==> src/rtl/serial_subtractor_pkg.sv <==
`default_nettype none
// ============================================================================
// Module      : serial_subtractor_pkg
// Description : Shared state encoding and default width for serial_subtractor.
// Revision    : 1.0 - initial release
// ============================================================================
package serial_subtractor_pkg;

    localparam int SUB_WIDTH_DEFAULT = 8;

    typedef enum logic [1:0] {
        IDLE  = 2'd0,
        SHIFT = 2'd1,
        DONE  = 2'd2
    } state_t;

endpackage
`default_nettype wire

==> src/rtl/serial_subtractor_cell.sv <==
`default_nettype none
// ============================================================================
// Module      : subtractor
// Description : 1-bit full subtractor cell: diff = a - b - b_in, borrow out.
// Revision    : 1.0 - initial release
// ============================================================================
module subtractor (
    input  logic a,
    input  logic b,
    input  logic b_in,
    output logic diff,
    output logic b_out
);

    assign diff  = a ^ b ^ b_in;
    assign b_out = (~a & (b | b_in)) | (b & b_in);

endmodule
`default_nettype wire

==> src/rtl/serial_subtractor.sv <==
`default_nettype none
// ============================================================================
// Module      : serial_subtractor
// Description : Bit-serial unsigned subtractor, LSB first, one bit per cycle.
// Revision    : 1.0 - initial release
// ============================================================================
module serial_subtractor
    import serial_subtractor_pkg::*;
#(
    parameter int WIDTH = SUB_WIDTH_DEFAULT
) (
    input  logic             clk,
    input  logic             rst,
    input  logic             start,
    input  logic [WIDTH-1:0] a,
    input  logic [WIDTH-1:0] b,
    output logic             busy,
    output logic             done,
    output logic [WIDTH-1:0] diff,
    output logic             borrow_out
);

    localparam int                c_CNT_W = $clog2(WIDTH);
    localparam logic [c_CNT_W-1:0] c_LAST = c_CNT_W'(WIDTH - 1);

    state_t              r_state;
    logic [WIDTH-1:0]    r_op_a;
    logic [WIDTH-1:0]    r_op_b;
    logic [WIDTH-1:0]    r_result;
    logic                r_borrow;
    logic [c_CNT_W-1:0]  r_count;

    logic                w_cell_diff;
    logic                w_cell_bout;

    subtractor u_cell (
        .a     (r_op_a[0]),
        .b     (r_op_b[0]),
        .b_in  (r_borrow),
        .diff  (w_cell_diff),
        .b_out (w_cell_bout)
    );

    // busy/done are flopped from the state, so they trail it by one cycle;
    // diff/borrow_out load on the SHIFT->DONE edge and are stable before done.
    always_ff @(posedge clk) begin
        if (rst) begin
            r_state    <= IDLE;
            r_op_a     <= '0;
            r_op_b     <= '0;
            r_result   <= '0;
            r_borrow   <= 1'b0;
            r_count    <= '0;
            busy       <= 1'b0;
            done       <= 1'b0;
            diff       <= '0;
            borrow_out <= 1'b0;
        end else begin
            busy <= (r_state == SHIFT);
            done <= (r_state == DONE);
            case (r_state)
                IDLE: begin
                    if (start) begin
                        r_op_a   <= a;
                        r_op_b   <= b;
                        r_borrow <= 1'b0;
                        r_count  <= '0;
                        r_state  <= SHIFT;
                    end
                end
                SHIFT: begin
                    r_result <= {w_cell_diff, r_result[WIDTH-1:1]};
                    r_op_a   <= r_op_a >> 1;
                    r_op_b   <= r_op_b >> 1;
                    r_borrow <= w_cell_bout;
                    r_count  <= r_count + 1'b1;
                    if (r_count == c_LAST) begin
                        diff       <= {w_cell_diff, r_result[WIDTH-1:1]};
                        borrow_out <= w_cell_bout;
                        r_state    <= DONE;
                    end
                end
                DONE: begin
                    r_state <= IDLE;
                end
                default: begin
                    r_state <= IDLE;
                end
            endcase
        end
    end

endmodule
`default_nettype wire

==> config.mk <==
export PLATFORM = sky130hd
export DESIGN_NAME = serial_subtractor
export DESIGN_NICKNAME = d
export VERILOG_FILES = /design/src/rtl/serial_subtractor_pkg.sv /design/src/rtl/serial_subtractor_cell.sv /design/src/rtl/serial_subtractor.sv
export SDC_FILE = /design/constraint.sdc
export NUM_CORES = 1
export LEC_CHECK = 0
export CAP_MARGIN = 20
export CORE_ASPECT_RATIO = 0.9
export CORE_MARGIN = 2
export CORE_UTILIZATION = 45
export CTS_CLUSTER_SIZE = 10
export DETAILED_ROUTE_END_ITERATION = 8
export PLACE_DENSITY_LB_ADDON = 0.25
export SYNTH_ARGS = -nofsm -noshare
export SYNTH_HDL_FRONTEND = slang
export SYNTH_SLANG_ARGS = --single-unit
export TNS_END_PERCENT = 10
==> constraint.sdc <==
create_clock -name clk -period 1.9 [get_ports clk]
set_input_delay 0.475 -clock clk [delete_from_list [all_inputs] [get_ports clk]]
set_output_delay 0.475 -clock clk [all_outputs]
set_load 0.05 [all_outputs]
==> metrics, run 1 <==
Max H-tree Level=2; antenna violations before repair=0; Clock Sinks=40; crit path time final=1500 ps; syn_nets=191; Leakage=0.789 nW; CTS root buf=clkbuf_8; Core Box Area=3680 um^2; Reg2Reg Capture Point=r_op_b[3]; Worst Path Arrival=1710 ps; # IOs=30; starting density of the core=between 40% and 50%; worst slack, placed=107 ps; syn_area_per_cell=10.2 um^2; R2R setup slack=480 ps; Setup crit end kind=flop; R2R cell count=4; number of global-route vias before repair=1234; count of different cell masters after synthesis=26; CTS Buf Count=5; dpl hpwl=2050 um; Tot Pwr=0.00177 W; CP Class=primary input to flop; cts hold-fix bufs=0; Rows=21; cell area after layout=roughly 2100 um^2; Post-Route WL=2930 um; Die X=just under 70 um; fmax=669 MHz; commonest non-fill, non-tap cell in the layout=dfxtp_1; share of layout cells above drive strength 1=a little under a quarter; period utilization=just under 80%; part of the Yosys area used for sequential elements=46.6%; wire length per cell=12.0 um; synth warn=0; Hold Path End=diff[5]; Worst-path clk slew=~70 ps; Post-DP Area=1980 um^2; initial drt markers=80; status=finished clean; first-pass GRT wire length=5310 um; Worst-Margin Slew=449 ps; Finish-stage setup viols=0; Peak VDD IR=0.530 mV; Nets=219; vias=1232; Worst EP required=2110 ps; routed vias/inst=slightly above 5; final setup TNS=0 ps; Worst Setup SP=start; Max Buffers Root-to-Sink=2; PD cells=850 nW/um^2; clock latency on the worst-skew pair=290 ps; die area=4330 um^2; PortBufs=29; Hold Path Class=flop to flop; max_cap viols=0; routability cong.=~0.70; Worst Hold Depth=2; total global-route track usage=15.0%; endpoints failing hold=0; CTS tree=yes; Post-CTS Resized=0; Initial DRT Pass Iterations=4; most frequent cells in the layout=dfxtp_1 (40), nand2_1 (28), clkdlybuf4s50_1 (18), nor2_1 (17), mux2i_1 (16); flops & latches, synth=40; P&R area growth vs syn=21.6%; largest net degree at the start of global routing=41; # diodes=0; Worst R2R Start=r_state[0]; grt total ovfl=0; Worst Setup Start Kind=primary input; Residual DRC=0; Post-Synthesis Cells=169; Rel. slew slack=a little over two thirds; Worst Skew=5.34 ps; area of the mapped netlist=1720 um^2; Final Hold Slack=457 ps; fin worst setup slack=404 ps; Die Y=62.6 um; Slew Limit Fails=0; # Post-CTS Setup Buffers=0; RSZ-0062 raised after global routing=false; Worst Path Max Fanout=23; hold_sp=diff[5]; Final ANT Viol Nets=0
[worst max-delay path: stages]
cell and delay [ps]:
clkdlybuf4s50_1 550, o21ba_4 230, buf_12 190, nor2_1 70, a211oi_2 180
[through the flow]
step                util, %  std cells
finish                 56.7        244
detailed placement     53.8        236
floorplan                 -        169
CTS                    56.7        244
global placement       53.8        236
global route           56.7        244
[flip-flops by register name, indices dropped and copies added (netlist names)]
register    flops
diff            8
r_op_a          8
r_op_b          8
r_result        7
r_count         3
r_state         2
borrow_out      1
busy            1
done            1
r_borrow        1
[worst max-delay path by stage]
| stage | endpoint | slack, ps | depth (start not counted) |
|---|---|---|---|
| after floorplan | diff[7] | 590 | 5 |
| after global placement | r_op_b[3] | 170 | 5 |
| after detailed placement | r_op_b[3] | 110 | 5 |
| after CTS | r_op_b[3] | 410 | 5 |
| after global routing | r_op_b[2] | 330 | 5 |
| final | r_op_b[3] | 400 | 5 |
[synth_stat cells]
| cell | n | area (um^2) |
|---|---|---|
| dfxtp_1 | 40 | 801 |
| nand2_1 | 28 | 105 |
| nor2_1 | 17 | 63.8 |
| mux2i_1 | 16 | 160 |
| a211oi_2 | 14 | 175 |
| a21oi_1 | 14 | 70.1 |
| nor2_2 | 6 | 37.5 |
| a22oi_1 | 5 | 37.5 |
| buf_6 | 3 | 33.8 |
| clkbuf_1 | 3 | 11.3 |
| a211oi_1 | 2 | 15.0 |
| buf_1 | 2 | 7.51 |
| buf_12 | 2 | 40.0 |
| ha_1 | 2 | 25.0 |
| inv_1 | 2 | 7.51 |
| nor3_1 | 2 | 10.0 |
| nor3b_1 | 2 | 15.0 |
| and2b_2 | 1 | 8.76 |
| and3b_2 | 1 | 10.0 |
| buf_2 | 1 | 5.00 |
| buf_8 | 1 | 15.0 |
| fa_1 | 1 | 20.0 |
| nand3b_2 | 1 | 11.3 |
| o21ba_4 | 1 | 16.3 |
| o21bai_1 | 1 | 7.51 |
| or2b_1 | 1 | 7.51 |
[power by group]
part	internal (W)	switching, W
registers	0.000876	0.0000266
clock network	0.000389	0.000272
logic	0.000109	0.000101
total	0.00137	0.000399
[per-layer routing]
| metal | track usage (%) | vias to the layer above | part of all wire, % |
|---|---|---|---|
| li1 | - | 635 | - |
| met1 | 18.3 | 561 | 45 |
| met2 | 24.8 | 29 | 48 |
| met3 | 4.19 | 7 | 5.1 |
| met4 | 6.62 | 0 | 2.2 |
| met5 | 0 | - | 0 |
[cells by family after synthesis]
family	synth area share [%]
fa+ha+maj	2.62
flops	46.6
buf+inv	7.00
compound gates	18.7
simple gates	15.7
mux	9.33
[layout make-up]
type	count	area, um^2
multi-input cells	115	796
clock buffers	6	72.6
fillers	316	1590
repair buffers	33	318
flip-flops and latches	40	801
clock inverters	2	35.0
inverters	2	7.51
well taps	46	57.6
No activity file was read; power rests on OpenSTA's default activity.
==> run 2, diff against run 1 <==
==> constraint.sdc (replaced) <==
create_clock -name clk -period 1.55 [get_ports clk]
set_input_delay 0.3875 -clock clk [delete_from_list [all_inputs] [get_ports clk]]
set_output_delay 0.3875 -clock clk [all_outputs]
set_load 0.05 [all_outputs]
==> run 2 against run 1 <==
  * Clock power is 6.7% higher
  * Utilization is 3.9 points higher
  * Critical endpoint is now diff[7]
  * Critical path type is now flop to flop
  * Cell area is 7.0% higher
  * Die area stayed put
  * Worst hold slack better by 8.3 ps
  * Wire length is 0.65% lower
  * Largest power group unchanged
  * Register-to-register slack worse by 320 ps
==> metrics, run 2 (synthesis gave the netlist of run 1 again) <==
status=finished clean; Final Hold Slack=465 ps (+8.31 ps); initial drt markers=71 (-11%); Post-DP Area=2140 um^2 (+8.1%); P&R area growth vs syn=30.0%; antenna violations before repair=0 (unchanged); Largest regs=diff: 8 flops, r_op_a: 8 flops, r_op_b: 8 flops; most frequent cells in the layout=dfxtp_1 (40), nand2_1 (28), clkdlybuf4s50_1 (18), nor2_1 (17), mux2i_1 (16); Worst EP required=1760 ps (-350 ps); # Post-CTS Setup Buffers=0 (unchanged); Post-Route WL=2910 um (-0.65%); dpl hpwl=2050 um (about the same); fmax=719 MHz; Core Box Area=3680 um^2 (unchanged); Die X=69.1 um (unchanged); PD cells=933 nW/um^2 (+9.7%); Slew Limit Fails=0 (unchanged); starting density of the core=46.7% (unchanged); Worst Path Arrival=1600 ps (-110 ps); # diodes=0 (unchanged); number of global-route vias before repair=1191 (-3.5%); Leakage=0.829 nW (+5.0%); endpoints failing hold=0 (unchanged); Worst Skew=6.82 ps (+1.48 ps); max_cap viols=0 (unchanged); CTS root buf=clkbuf_8; CP Class=flop to flop; vias=1233 (+0.081%); # IOs=30 (unchanged); cell area after layout=2230 um^2 (+7.0%); Nets=222 (+1.4%); Max H-tree Level=2 (unchanged); routability cong.=0.728 (+4.6%); largest net degree at the start of global routing=41 (unchanged); CTS tree=yes; PortBufs=29 (unchanged); commonest non-fill, non-tap cell in the layout=dfxtp_1; Worst-path clk slew=80 ps (about the same); Post-CTS Resized=0 (unchanged); period utilization=89.7%; routed vias/inst=4.99 (-1.1%); fill cell count=316 (unchanged); total global-route track usage=15.0% (-0.049 points); Rel. slew slack=79.1% (+9.1 points); Setup crit end kind=flop; Peak VDD IR=0.537 mV (+1.3%); fin worst setup slack=159 ps (-245 ps); crit path time final=1390 ps; Initial DRT Pass Iterations=4 (unchanged); Residual DRC=0 (unchanged); die area=4330 um^2 (unchanged); worst slack, placed=-55.7 ps (-162 ps); clock latency on the worst-skew pair=290 ps (about the same); Clock Sinks=40 (unchanged); RSZ-0062 raised after global routing=false; Rows=21 (unchanged); wire length per cell=11.8 um (-1.9%); grt total ovfl=0 (unchanged); Worst Setup Start Kind=flop; Die Y=62.6 um (unchanged); Worst-Margin Slew=313 ps (-137 ps); cts hold-fix bufs=0 (unchanged); Worst Path Max Fanout=10 (-57%); Hold Path Class=flop to flop; first-pass GRT wire length=5240 um (-1.3%); Finish-stage setup viols=0 (unchanged); Max Buffers Root-to-Sink=2 (unchanged); share of layout cells above drive strength 1=24.9% (+1.6 points); CTS Buf Count=5 (unchanged); Final ANT Viol Nets=0 (unchanged)
==> run 2: cell types whose count changed in the layout (fill, tap and decap cells not counted) <==
cell       previous run  this run
clkbuf_1              1         0
clkinv_2              1         2
bufinv_16             1         0
buf_4                13         5
buf_12                2        13
clkbuf_8              5         6
==> run 2: metrics by stage <==
stage | power [W] | utilization (%) | instances | TNS [ps]
2_1_floorplan | 0.00132 | - | 169 | 0
3_3_place_gp | 0.00139 | 58.2 | 239 | 0
3_5_place_dp | 0.00140 | 58.2 | 239 | -440
4_1_cts | 0.00210 | 60.7 | 247 | 0
5_1_grt | 0.00219 | 60.7 | 247 | 0
6_report | 0.00208 | 60.7 | 247 | 0
==> run 2: worst paths after layout <==
path | to | startpoint | slack [ps] | depth (start not counted)
worst max-delay path | diff[7] | r_count[0] | 160 | 5
worst max register to register | diff[7] | r_count[0] | 160 | 5
worst min register to register | r_result[1] | r_result[1] | 460 | 2
worst min-delay path | r_result[1] | r_result[1] | 460 | 2
==> run 2: worst max-delay path, stage by stage (launching register included) <==
cell and delay, ps:
dfxtp_1 360, ha_1 170, ha_1 210, and3b_2 320
nor2_1 60, a211oi_1 200
==> run 2: area by class of cell <==
cell class | count | area (um^2) | share of cell area [%]
clock buffers | 6 | 82.6 | 3.70
multi-input cells | 115 | 796 | 35.7
flip-flops and latches | 40 | 801 | 35.9
inverters | 2 | 7.51 | 0.336
clock inverters | 2 | 10.0 | 0.448
repair buffers | 36 | 478 | 21.4
well taps | 46 | 57.6 | 2.58
==> run 2: per-layer routing <==
| metal | track usage (%) | vias to the layer above | routed length [um] |
|---|---|---|---|
| met5 | 0 | - | 0 |
| met4 | 4.41 | 0 | 36 |
| met3 | 6.77 | 5 | 151 |
| met2 | 24.4 | 22 | 1330 |
| met1 | 17.8 | 560 | 1390 |
| li1 | - | 646 | - |
==> run 2: power by group <==
group	total [W]	internal, W	switching [W]
Clock	0.000705	0.000355	0.000350
Sequential	0.00110	0.00107	0.0000314
Combinational	0.000271	0.000144	0.000127
==> edit: new RTL, flow settings as in run 1 <==
The package constant `SUB_WIDTH_DEFAULT` goes from 8 to 32.
--- a/src/rtl/serial_subtractor_pkg.sv
+++ b/src/rtl/serial_subtractor_pkg.sv
@@ -6,7 +6,7 @@
 // ============================================================================
 package serial_subtractor_pkg;
 
-    localparam int SUB_WIDTH_DEFAULT = 8;
+    localparam int SUB_WIDTH_DEFAULT = 32;
 
     typedef enum logic [1:0] {
         IDLE  = 2'd0,
Interface: changed (resized a, b and diff); port bits go from 30 to 102. The function was not compared with the original's and may differ.
==> edit against run 1 <==
  * Routed wire length increased to 4.8 times the old value
  * Cell area increased to 3.8 times the old value
  * Synthesized area grew to 3.6 times the old value
  * Sequential cell count grew 98
  * Via count rose to 4.5 times the old value
  * Clock skew increased by 0.79 ps
  * Maximum frequency decreased by 9.5%
  * Setup slack lost 160 ps
  * Total power increased to 4.2 times the old value
  * Synthesized cell count grew to 4.8 times the old value
  * Largest cell class is now multi-input combinational cells
==> edit: results (changes against run 1) <==
net load switching power -> 1720 uW (+330%)
final estimated routing congestion in global placement -> 0.742 (+6.5%)
Reg2Reg Depth -> 7 (+3)
worst-path maximum fanout -> 34 (+48%)
Overall Global Routing Usage -> 19.6% (+4.6 points)
Tmin final -> 1650 ps (+156 ps)
# port buffers -> 101 (+250%)
DR vias/cell -> 5.20 (+2.9%)
mux contribution to synthesized area -> 0.321% (-9.0 points)
worst stage delay on the critical path -> 380 ps (-170 ps)
Hold WS -> 453 ps (-3.34 ps)
placed inst area -> 7240 sq um (+270%)
WP data arrival -> 1990 ps (+280 ps)
Pwr Total -> 7490 uW (+320%)
post-detail-place hpwl -> 8400 um (+310%)
status -> completed
htree depth -> 4 (+2)
Critical Path Start -> r_count[0]
metal3 WL -> 669 um (+350%)
count of cell types in the netlist -> 31 (+19%)
worst skew pair latency -> 420 ps (+130 ps)
Crit path max-delay family -> simple AND/OR/NAND/NOR gates
flip-flop and latch power -> 3130 uW (+250%)
met3 GRT Util -> 5.31% (+1.1 points)
worst relative slew slack -> 72.6% (+2.6 points)
most common library cells after synthesis -> a21oi_1, dfxtp_1, nand2_1
Final nets -> 946 (+330%)
combinational gate power -> 735 uW (+250%)
share of layout cells above drive strength 1 -> 10.7% (-13 points)
crit path to -> diff[31]
first-pass GRT wire length -> 23700 um (+350%)
Synth area leaders -> dfxtp_1, a21oi_1, o221a_1
Setup WS pre-CTS -> 263 ps (+157 ps)
TritonCTS Buffers -> 17 (+12)
syn nets -> 880 (+360%)
Pleak -> 0.00307 uW (+290%)
Layout Skew -> 6.13 ps (+0.790 ps)
Worst Hold Path EP -> diff[18]
vias in the first global route -> 5014 (+310%)
## edit: cell types whose count changed after synthesis, sizes merged, moves of 3 or more
| cell | run 1 | this run |
|---|---|---|
| a21oi | 14 | 185 |
| nor2 | 23 | 125 |
| nand2 | 28 | 128 |
| dfxtp | 40 | 138 |
| o221a | 0 | 62 |
| inv | 2 | 63 |
| buf | 9 | 51 |
| clkbuf | 3 | 22 |
| a211oi | 16 | 2 |
| mux2i | 16 | 2 |
| nor2b | 0 | 4 |
| o22a | 0 | 3 |
## edit: worst register-to-register path, cell delays in order, from the launching register on
cell and delay (ps):
dfxtp_1 380, ha_1 190, and3_1 160, ha_1 180, and3b_1 210, buf_12 200, nor2_1 70, a211oi_1 190
## edit: layout make-up
class / count / area, sq um
Timing Repair Buffer: 120 / 1160
Clock buffer: 21 / 492
Tap cell: 168 / 210
Fill cell: 1212 / 5570
Multi-Input combinational cell: 536 / 2860
Clock inverter: 10 / 161
Inverter: 63 / 236
Sequential cell: 138 / 2770
